===== src/rtl/vec_search_engine.sv =====
// Register-table search engine: scans DEPTH entries one per cycle against a latched key,
// reporting the first match (mode 0) or the total match count (mode 1).
module vec_search_engine #(
   parameter int WIDTH = 4,
   parameter int DEPTH = 8,
   localparam int IDXW = $clog2(DEPTH),
   localparam int CNTW = $clog2(DEPTH + 1)
) (
   input  logic             clock,
   input  logic             reset,
   input  logic             wr_en,
   input  logic [IDXW-1:0]  wr_addr,
   input  logic [WIDTH-1:0] wr_data,
   input  logic             start,
   input  logic [WIDTH-1:0] key,
   input  logic             mode,
   output logic             busy,
   output logic             done,
   output logic             found,
   output logic [IDXW-1:0]  index,
   output logic [CNTW-1:0]  count,
   output logic [WIDTH-1:0] io_out
);

   typedef enum logic [1:0] {IDLE, SCAN, DONE} state_t;

   state_t           state_q, state_d;
   logic [IDXW-1:0]  ptr_q, ptr_d;
   logic [WIDTH-1:0] key_q, key_d;
   logic             mode_q, mode_d;
   logic             found_q, found_d;
   logic [IDXW-1:0]  index_q, index_d;
   logic [CNTW-1:0]  count_q, count_d;
   logic [WIDTH-1:0] tbl_q [DEPTH];

   logic             wr_ok;
   logic             match;

   // A write issued alongside an accepted start lands at the same edge, so the scan sees it.
   assign wr_ok = wr_en && (state_q != SCAN) &&
                  ({1'b0, wr_addr} < (IDXW + 1)'(DEPTH));
   assign match = (tbl_q[ptr_q] == key_q);

   always_ff @(posedge clock or negedge reset) begin
      if (!reset) begin
         for (int i = 0; i < DEPTH; i++) tbl_q[i] <= '0;
      end else if (wr_ok) begin
         tbl_q[wr_addr] <= wr_data;
      end
   end

   always_ff @(posedge clock or negedge reset) begin
      if (!reset) begin
         state_q <= IDLE;
         ptr_q   <= '0;
         key_q   <= '0;
         mode_q  <= 1'b0;
         found_q <= 1'b0;
         index_q <= '0;
         count_q <= '0;
      end else begin
         state_q <= state_d;
         ptr_q   <= ptr_d;
         key_q   <= key_d;
         mode_q  <= mode_d;
         found_q <= found_d;
         index_q <= index_d;
         count_q <= count_d;
      end
   end

   always_comb begin
      state_d = state_q;
      ptr_d   = ptr_q;
      key_d   = key_q;
      mode_d  = mode_q;
      found_d = found_q;
      index_d = index_q;
      count_d = count_q;
      case (state_q)
         IDLE, DONE: begin
            if (start) begin
               state_d = SCAN;
               key_d   = key;
               mode_d  = mode;
               ptr_d   = '0;
               found_d = 1'b0;
               index_d = '0;
               count_d = '0;
            end else if (state_q == DONE) begin
               state_d = IDLE;
            end
         end
         SCAN: begin
            if (match) begin
               if (count_q != CNTW'(DEPTH)) count_d = count_q + CNTW'(1);
               if (!found_q) begin
                  found_d = 1'b1;
                  index_d = ptr_q;
               end
            end
            if ((match && !mode_q) || (ptr_q == IDXW'(DEPTH - 1))) begin
               state_d = DONE;
            end else begin
               ptr_d = ptr_q + IDXW'(1);
            end
         end
         default: state_d = IDLE;
      endcase
   end

   assign busy   = (state_q == SCAN);
   assign done   = (state_q == DONE);
   assign found  = found_q;
   assign index  = index_q;
   assign count  = count_q;
   assign io_out = busy ? tbl_q[ptr_q] : '0;

endmodule


===== config.mk =====
export PLATFORM = sky130hd
export DESIGN_NAME = vec_search_engine
export DESIGN_NICKNAME = d
export VERILOG_FILES = /design/src/rtl/vec_search_engine.sv
export SDC_FILE = /design/constraint.sdc
export NUM_CORES = 1
export LEC_CHECK = 0
export CAP_MARGIN = 5
export CORE_MARGIN = 10
export CORE_UTILIZATION = 58
export DETAILED_ROUTE_END_ITERATION = 6
export HOLD_SLACK_MARGIN = 0.02
export PLACE_DENSITY = 0.82
export REMOVE_ABC_BUFFERS = 1
export SYNTH_ARGS = -nofsm -noshare
export SYNTH_HDL_FRONTEND = slang
export SYNTH_SLANG_ARGS = --single-unit

===== constraint.sdc =====
create_clock -name clock -period 3.63 [get_ports clock]
set_input_delay 0.363 -clock clock [delete_from_list [all_inputs] [get_ports clock]]
set_output_delay 0.363 -clock clock [all_outputs]
set_load 0.005 [all_outputs]

==> impl_results.md <==
* Worst path arrival time at 2.64 ns
* Leakage Power at 1.267 nW
* Vias in the first global route at 1,753
* Global route total overflow at 0
* Count of flip-flops with a built-in enable after synthesis at 0
* Drt via density at 5.943
* CTS tree: done
* Drc violations at 0
* Ys Warns at 0
* Clock Latency Late Sink at 0.31 ns
* Mean post-synth cell area at 12.56 um^2
* Pre-CTS setup slack at 0.9290 ns
* Pins Over Slew Limit at 0
* Hold Buf Count CTS at 0
* Setup TNS at 0 ns
* Slew margin rel. at 27.02%
* Total core area at 4115 um^2
* Largest net degree at the start of global routing at 51
* Crit-path cells: mux2i_1 > mux4_2 > nor2_1 > clkdlybuf4s50_1
* Filler cells at 270
* Crit path launch type: register
* Peak VDD IR at 0.3569 mV
* FP Rows at 23
* Root buffer cell: clkbuf_8
* Global-route wire length before repair at 8894 um
* Worst Max-Slew Pin Slew at 1.095 ns
* Pwr/cell area at 874.4 nW/um^2
* Nets@finish at 252
* Initial antenna violation count at 0
* Yosys reg bits at 50
* Critical Path RT at 3.27 ns
* Most used DFF post-synth: dfrtp_1
* CTS max path bufs at 2
* H-tree depth at 2
* Die ar. at 7420 um^2
* Min Tclk post-route at 3.002 ns
* Endpoints failing setup at 0
* Final Cycle Share at 82.70%
* Die Span Y at 86.14 um
* DRT antenna net count at 0
* Wire per inst at 18.00 um
* Post-synth cell types at 34
* P&R area growth vs syn at 15.58%
* Total number of vias at 1,682
* Final hold violations at 0
* HP Class: in -> async
* CTS clk-pin slew, worst paths at 0.09 ns
* Post-Synthesis Cells at 202
* IO Pins at 30
* Slowest CP cell: dfrtp_1
* CP Capture Type: primary output
* Share of layout cells above drive strength 1 at 23.18%
* PortBufs at 29
* Drt total wl at 5093 um
* Crit Path Class: reg -> out
* Asr flop ratio synth at 100.0%
* Slowest stage delay, CP at 0.98 ns
* Die Width at 86.14 um
* Buffer count from post-CTS setup fixing at 0
* Hpwl dp at 3841 um
* DRT Pass-1 Iters at 4
* Post_cts resized at 0
* Worst-path fanout max at 20
* GPL Wtd Cong at 0.8277
* # clock sinks at 50
* Cts bufs inserted at 5
* RSZ-0062 raised after global routing: false
* Mapped Area at 2537 um^2
* Gr usage total at 14.78%
* N_diodes at 0
* Sequential fraction of the synthesis area at 49.31%
* Status: completed
* Starting Density at 61.66%
* Drt first-iter violations at 81
* # Max-Cap Violations at 0
* Final setup margin at 0.6280 ns
* Fmax at 0.3331 GHz
* Layout Skew at 0.01005 ns
[state kept, by name, indices dropped and copies added, names as in the netlist]
name     count
count        4
state_q      2
mode_q       1
index        3
found        1
tbl_q       32
ptr_q        3
key_q        4
[cells by family after synthesis]
kind of cell / Yosys count / share of synthesized area (%)
buffers and inverters: 12 / 2.761
flip-flops: 50 / 49.31
AND/OR/NAND/NOR: 52 / 11.83
AO/OA/AOI/OAI: 22 / 7.396
XOR/XNOR: 1 / 0.3452
adder cells (fa/ha/maj): 4 / 1.972
multiplexers: 61 / 26.38
[cell usage after synthesis (2+ instances only)]
| master | instances | area (um^2) |
|---|---|---|
| nand2_1 | 15 | 56.30 |
| inv_1 | 6 | 22.52 |
| o211ai_1 | 6 | 45.04 |
| a22oi_1 | 6 | 45.04 |
| nor2_1 | 6 | 22.52 |
| o21ai_0 | 2 | 10.01 |
| a21oi_1 | 3 | 15.01 |
| nor3b_1 | 2 | 15.01 |
| o21a_1 | 2 | 15.01 |
| nor2b_1 | 3 | 18.77 |
| nand3b_1 | 3 | 22.52 |
| ha_1 | 4 | 50.05 |
| nor4_2 | 2 | 25.02 |
| nand2b_1 | 5 | 31.28 |
| clkbuf_1 | 2 | 7.510 |
| mux2i_1 | 23 | 230.2 |
| mux2_2 | 37 | 416.7 |
| and3_1 | 6 | 37.54 |
| nand3_1 | 5 | 25.02 |
| dfrtp_1 | 50 | 1251 |
[final timing paths]
path                                             from  slack (ns)                     end  depth (start not counted)
worst max-delay path             ptr_q[0]$_DFFE_PN0P_        0.63               io_out[1]                          4
worst min-delay path                            reset        0.25  state_q[0]$_DFFE_PN0P_                          1
worst max register to register   ptr_q[0]$_DFFE_PN0P_        0.89    ptr_q[0]$_DFFE_PN0P_                          6
worst min register to register  tbl_q[28]$_DFFE_PN0P_        0.51   tbl_q[28]$_DFFE_PN0P_                          1
max in group asynchronous                       reset        2.70   tbl_q[29]$_DFFE_PN0P_                          1
min in group clock              tbl_q[28]$_DFFE_PN0P_        0.51   tbl_q[28]$_DFFE_PN0P_                          1
[cell usage in the layout, fill, tap and decap left out, drive strengths merged]
master	n
clkinv	1
mux2i	23
o21a	2
o21ai	3
nor2b	3
mux2	37
a22oi	6
inv	6
nor2	6
and2	1
nor3b	2
clkbuf	6
xor2	1
o211ai	6
a21oi	3
nand2	15
dfrtp	50
nand3	5
ha	4
nand2b	5
or2	1
o31ai	1
buf	1
mux4	1
clkdlybuf4s50	28
clkinvlp	1
nor3	1
nand3b	3
nor4	3
o22ai	1
and3	7
[per-stage QoR]
stage / hold WS, ns / total power, mW / instances / cell area (um^2) / utilization (%)
finish: 0.2492 / 2.565 / 283 / 2933 / 71.27
global placement: 0.4877 / 2.185 / 275 / 2838 / 68.96
global route: 0.3389 / 2.760 / 283 / 2933 / 71.27
detailed placement: 0.4946 / 2.249 / 275 / 2838 / 68.96
floorplan: 0.06741 / 1.837 / 196 / 2490 / -
CTS: 0.2891 / 2.582 / 283 / 2933 / 71.27
[power breakdown]
part | internal, mW | total [mW] | switching, mW
clock network | 0.153 | 0.334 | 0.181
registers | 0.801 | 1.02 | 0.219
logic | 0.628 | 1.21 | 0.583
[per-layer routing]
| layer | GRT usage, % | routed length [um] |
|---|---|---|
| met5 | 0 | 0 |
| met4 | 5.240 | 63 |
| met3 | 4.257 | 285 |
| met2 | 25.02 | 2502 |
| met1 | 17.34 | 2241 |
[area by class of cell]
cell class,instances,area [um^2],share of cell area [%]
clock buffers,6,82.58,2.816
clock inverters,2,12.51,0.4266
inverters,6,22.52,0.7679
multi-input cells,140,1216,41.47
flip-flops and latches,50,1251,42.66
well taps,50,62.56,2.133
repair buffers,29,285.3,9.727
[critical path, delay by kind of cell, from the launching register on]
kind | cells | cell delay, ns
multiplexers | 2 | 0.72
flip-flops | 1 | 0.98
buffers and inverters | 1 | 0.52
AND/OR/NAND/NOR | 1 | 0.11
No activity file was read; power rests on OpenSTA's default activity.
==> edit 1 (config.mk and constraints unchanged) <==
Add an input register stage for `wr_en`, `wr_addr`, `wr_data`, `start`, `key` and `mode`; this delays them by one clock. Comments in the files are not updated.
--- a/src/rtl/vec_search_engine.sv
+++ b/src/rtl/vec_search_engine.sv
@@ -24,6 +24,22 @@
 
    typedef enum logic [1:0] {IDLE, SCAN, DONE} state_t;
 
+   logic wr_en_q;
+   logic [IDXW-1:0] wr_addr_q;
+   logic [WIDTH-1:0] wr_data_q;
+   logic start_q;
+   logic [WIDTH-1:0] key_r;
+   logic mode_r;
+
+   always_ff @(posedge clock) begin
+      wr_en_q   <= wr_en;
+      wr_addr_q <= wr_addr;
+      wr_data_q <= wr_data;
+      start_q   <= start;
+      key_r     <= key;
+      mode_r    <= mode;
+   end
+
    state_t           state_q, state_d;
    logic [IDXW-1:0]  ptr_q, ptr_d;
    logic [WIDTH-1:0] key_q, key_d;
@@ -37,15 +53,15 @@
    logic             match;
 
    // A write issued alongside an accepted start lands at the same edge, so the scan sees it.
-   assign wr_ok = wr_en && (state_q != SCAN) &&
-                  ({1'b0, wr_addr} < (IDXW + 1)'(DEPTH));
+   assign wr_ok = wr_en_q && (state_q != SCAN) &&
+                  ({1'b0, wr_addr_q} < (IDXW + 1)'(DEPTH));
    assign match = (tbl_q[ptr_q] == key_q);
 
    always_ff @(posedge clock or negedge reset) begin
       if (!reset) begin
          for (int i = 0; i < DEPTH; i++) tbl_q[i] <= '0;
       end else if (wr_ok) begin
-         tbl_q[wr_addr] <= wr_data;
+         tbl_q[wr_addr_q] <= wr_data_q;
       end
    end
 
@@ -79,10 +95,10 @@
       count_d = count_q;
       case (state_q)
          IDLE, DONE: begin
-            if (start) begin
+            if (start_q) begin
                state_d = SCAN;
-               key_d   = key;
-               mode_d  = mode;
+               key_d   = key_r;
+               mode_d  = mode_r;
                ptr_d   = '0;
                found_d = 1'b0;
                index_d = '0;
Function: changed (Yosys sat finds a counterexample within 4 cycles, from zero or initial values and one cycle with reset low).
==> edit 1 against the unedited design <==
Setup slack improved by 280 ps; area after synthesis grew 8.4%; sequential share of layout area rose by 3.7 points; clock skew is 4.4 ps lower; critical path depth rose by 1; sequential cell count rose by 14; clock power increased by 92%; total power grew 17%; register-to-register slack better by 160 ps; wire length is 1.5% higher; final area rose by 13%.
==> edit 1: results <==
[logic_synthesis]
syn_inst = 210
synthTopCellsByCount = "dfrtp_1 (50), mux2_1 (35), mux2i_1 (15)"
yosysUniqueCellTypes = 31
synth_area_leaders = "dfrtp_1 (45%), mux2_1 (14%), dfxtp_1 (10%)"
async_flop_share_pct = 78.1
ys_seq_area_share_pct = 55.7

[timing]
fin_worst_skew_ps = 5.66
setup-violations-final = 0
slew_headroom_pct = 26.8

[detailed_routing]
drtIter0Drc = 55
wl_per_cell_um = 17.1
vias = 1710

[worst_setup_path]
critPathCaptureType = "output pin"
crit_family = "multiplexers"
cp_max_fo = 14
rrSetupSlack_ps = 1050
cp_slowest_cell = "mux4_2"
reg2reg_depth = 7
r2r-start = "ptr_q[0]"
r2r_end = "index[0]"
crit_arrival_ps = 2360
cpPeakStageDelay_ps = 560

[layout]
nets = 265
num-nonclk-buffers = 31
final_cell_area_um2 = 3300
fillCellCount = 305
final_cells = 302
layout.nonclk_buf_share_pct = 9.09
largest_reg_flops = 32
sh_seq_area_pct = 46.3
inv_count = 8
drive_above_1_share_pct = 12.4
seq_cells = 64
multi_input_area_share_pct = 35.1
nClkBuffers = 12
clkCellAreaFrac_pct = 6.55
multi_input_gates = 131

[grt]
grt_pass1_wl_mm = 8.49
grt_pass1_vias = 1725
track_usage_pct = 14.6

[placed_design]
place_congestion = 0.814
place_hpwl_mm = 3.77
place_area_um2 = 3090
numPortBuffers = 29
dp_cells = 286

[power_and_ir_drop]
pwr-share-seq_pct = 39.2
leakage_nw = 1.49
p_int_w = 0.00197
ir_drop_v = 0.000433

[status]
status = "complete, no violations"

[clocking]
clk_pin_slew_worst_paths_ps = 70
clk_path_buf_depth = 2
numCtsBuffers = 9
cts_max_level = 3
clk_latency_ps = 340
## edit 1: cell types whose count changed after synthesis, moves of 4 or more
cell      unedited run  this run
o211ai_1             6         0
dfxtp_1              0        14
nor2_1               6        12
mux2_1               0        35
o21ai_1              0         4
and3_1               6         1
a22oi_1              6         2
mux2_2              37         2
mux2i_1             23        15
nand3_1              5         9
## edit 1: stage by stage
stage | util [%] | total power (W) | setup WS, ps | hold WS [ps]
3_5_place_dp | 69.0 | 0.00237 | 1080 | 436
3_3_place_gp | 69.0 | 0.00232 | 1160 | 425
5_1_grt | 73.9 | 0.00320 | 810 | 295
2_1_floorplan | - | 0.00195 | 1110 | 67.4
6_report | 73.9 | 0.00299 | 909 | 222
4_1_cts | 73.9 | 0.00302 | 876 | 257
## edit 1: worst min path at each step
| stage | startpoint | to | cells after the start |
|---|---|---|---|
| detailed placement | mode_r | mode_q | 1 |
| global route | reset | tbl_q[14] | 1 |
| floorplan | reset | count[0] | 0 |
| global placement | key_r[0] | key_q[0] | 1 |
| CTS | reset | ptr_q[2] | 1 |
| finish | reset | count[2] | 1 |
## edit 1: kinds of logic (layout without fill, tap and decap cells)
| logic type | count (synthesis) | count (layout) | synth area share [%] |
|---|---|---|---|
| fa+ha+maj | 4 | 4 | 1.82 |
| simple gates | 54 | 54 | 10.3 |
| mux | 58 | 58 | 25.5 |
| xor+xnor | 4 | 4 | 1.82 |
| buf+inv | 15 | 55 | 2.14 |
| flops | 64 | 64 | 55.7 |
| compound gates | 11 | 11 | 2.73 |
## edit 1: metal layers
metal / global-route usage [%] / up-vias / wire length [um]
met3: 6.25 / 14 / 339
li1: - / 804 / -
met4: 7.93 / 0 / 104
met1: 16.7 / 848 / 2200
met5: 0 / - / 0
met2: 22.7 / 44 / 2520
==> edit 2 (config.mk and constraints unchanged) <==
Without the edit above. The parameter `WIDTH` goes from 4 to 6.
--- a/src/rtl/vec_search_engine.sv
+++ b/src/rtl/vec_search_engine.sv
@@ -1,7 +1,7 @@
 // Register-table search engine: scans DEPTH entries one per cycle against a latched key,
 // reporting the first match (mode 0) or the total match count (mode 1).
 module vec_search_engine #(
-   parameter int WIDTH = 4,
+   parameter int WIDTH = 6,
    parameter int DEPTH = 8,
    localparam int IDXW = $clog2(DEPTH),
    localparam int CNTW = $clog2(DEPTH + 1)
Ports: changed (resized io_out, key and wr_data); port bits go from 30 to 36. No check against the original RTL was run, so the function may have changed too.
==> edit 2 against the unedited design <==
Total power is 36% higher; area after synthesis is 32% higher; global-route usage is 2.0 points higher; wire length is 44% higher; final area is 34% higher; setup slack better by 140 ps; sequential cell count is 18 higher; register-to-register slack worse by 120 ps; largest power group unchanged.
==> edit 2: results <==
[status]
status = "complete, no violations"

[logic_synthesis]
synth_area_leaders = "dfrtp_1 (51%), mux2_2 (19%), mux2i_1 (5.4%)"
synth_flop_cell = "dfrtp_1"
synthTopCellsByCount = "dfrtp_1 (68), mux2_2 (56), nand2_1 (38)"
ys_seq_area_share_pct = 50.7
async_flop_share_pct = 100
yosysUniqueCellTypes = 39
yosys_warnings = 0

[worst_setup_path]
rrSetupSlack_ps = 770
crit_type = "reg2reg"
crit_start = "ptr_q[0]"
r2r_end = "ptr_q[0]"
reg2reg_depth = 8
cp_slowest_cell = "or4_1"
cpPeakStageDelay_ps = 670
crit_arrival_ps = 3120
cp_max_fo = 28

[layout]
largest_reg_flops = 48
top_register = "tbl_q"
fillCellCount = 417
antennaDiodeCount = 0
nets = 342
drive_above_1_share_pct = 26.0

[clocking]
numCtsBuffers = 9
cts_resized = 0
root_buffer = "clkbuf_8"
post_cts_buffers = 0
cts_max_level = 3
clk_latency_ps = 340
clk_path_buf_depth = 2
clk_pin_slew_worst_paths_ps = 80

[grt]
antenna_found_initial = 0
track_usage_pct = 16.7
grtUsageMet2_pct = 28.3
grt_max_degree = 36
grt_pass1_wl_mm = 11.7
use_met1_pct = 19.8
use_met3_pct = 5.14
grt_pass1_vias = 2324

[detailed_routing]
dr.pass1.iters = 4
drt-vias-per-instance = 5.81
wl_mm = 7.36
drtIter0Drc = 115

[placed_design]
numPortBuffers = 35
place_hpwl_mm = 5.15
place_congestion = 0.763

[timing]
tightest_slew_ps = 784
fin_worst_skew_ps = 12.8

[die]
initial_utilization_pct = 60.2

[min_path]
min_path_type = "in2async"

[power_and_ir_drop]
ir_drop_v = 0.000517
leakage_nw = 1.77
-- edit 2: changes by cell type after synthesis, sizes merged, moves of 4 or more --
cell / change
and3: -6
o211ai: -4
a22oi: -4
mux2i: -5
a22o: +4
nand4: +5
dfrtp: +18
mux2: +22
clkbuf: +5
nor2: +5
or3: +4
nand2: +23
-- edit 2: metrics by stage --
step                setup WS, ps  power [W]  utilization, %  instance area (um^2)  std cells
finish                       771    0.00348            70.3                  3920        395
global route                 601    0.00371            70.3                  3920        395
CTS                          785    0.00349            70.3                  3920        395
global placement             877    0.00283            67.0                  3730        379
detailed placement           806    0.00289            67.0                  3730        379
floorplan                    623    0.00235               -                  3270        268
-- edit 2: worst max-delay path: cells and delay by family, from the launching register on --
family | cells | cell delay (ps)
flops | 1 | 330
buf+inv | 1 | 380
compound gates | 2 | 490
simple gates | 3 | 960
mux | 2 | 610
-- edit 2: logic make-up after synthesis --
logic type | after synthesis | synth area share, %
AND/OR/NAND/NOR | 86 | 12.6
buffers and inverters | 19 | 3.39
AO/OA/AOI/OAI | 24 | 5.74
adder cells (fa/ha/maj) | 4 | 1.49
flip-flops | 68 | 50.7
XOR/XNOR | 2 | 0.522
multiplexers | 77 | 25.5
-- edit 2: worst min path at each step --
stage / start / to / cells after the start / slack (ps)
final: reset / key_q[0] / 1 / 100
after CTS: reset / state_q[1] / 1 / 110
after floorplan: reset / count[0] / 0 / 70
after global placement: reset / state_q[1] / 1 / 480
after global routing: reset / state_q[1] / 1 / 140
after detailed placement: reset / state_q[0] / 1 / 490
-- edit 2: cell type report --
class	instances	share of cell area, %
sequential	68	43.4
multi-input combinational	193	39.3
tap	72	2.30
inverter	7	0.671
clock inverter	5	1.34
timing repair buffer	39	9.58
clock buffer	11	3.35
-- edit 2: where the power goes --
| part | switching [W] | leakage [nW] | total [W] | internal [W] |
|---|---|---|---|---|
| Combinational | 0.000759 | 0.822 | 0.00157 | 0.000813 |
| Sequential | 0.000209 | 0.850 | 0.00131 | 0.00110 |
| Clock | 0.000288 | 0.0931 | 0.000602 | 0.000314 |
-- edit 2: metal layers --
layer  wire [um]  vias up
li1            -     1080
met1        3210     1140
met2        3570       62
met3         458       12
met4         114        0
met5           0        -
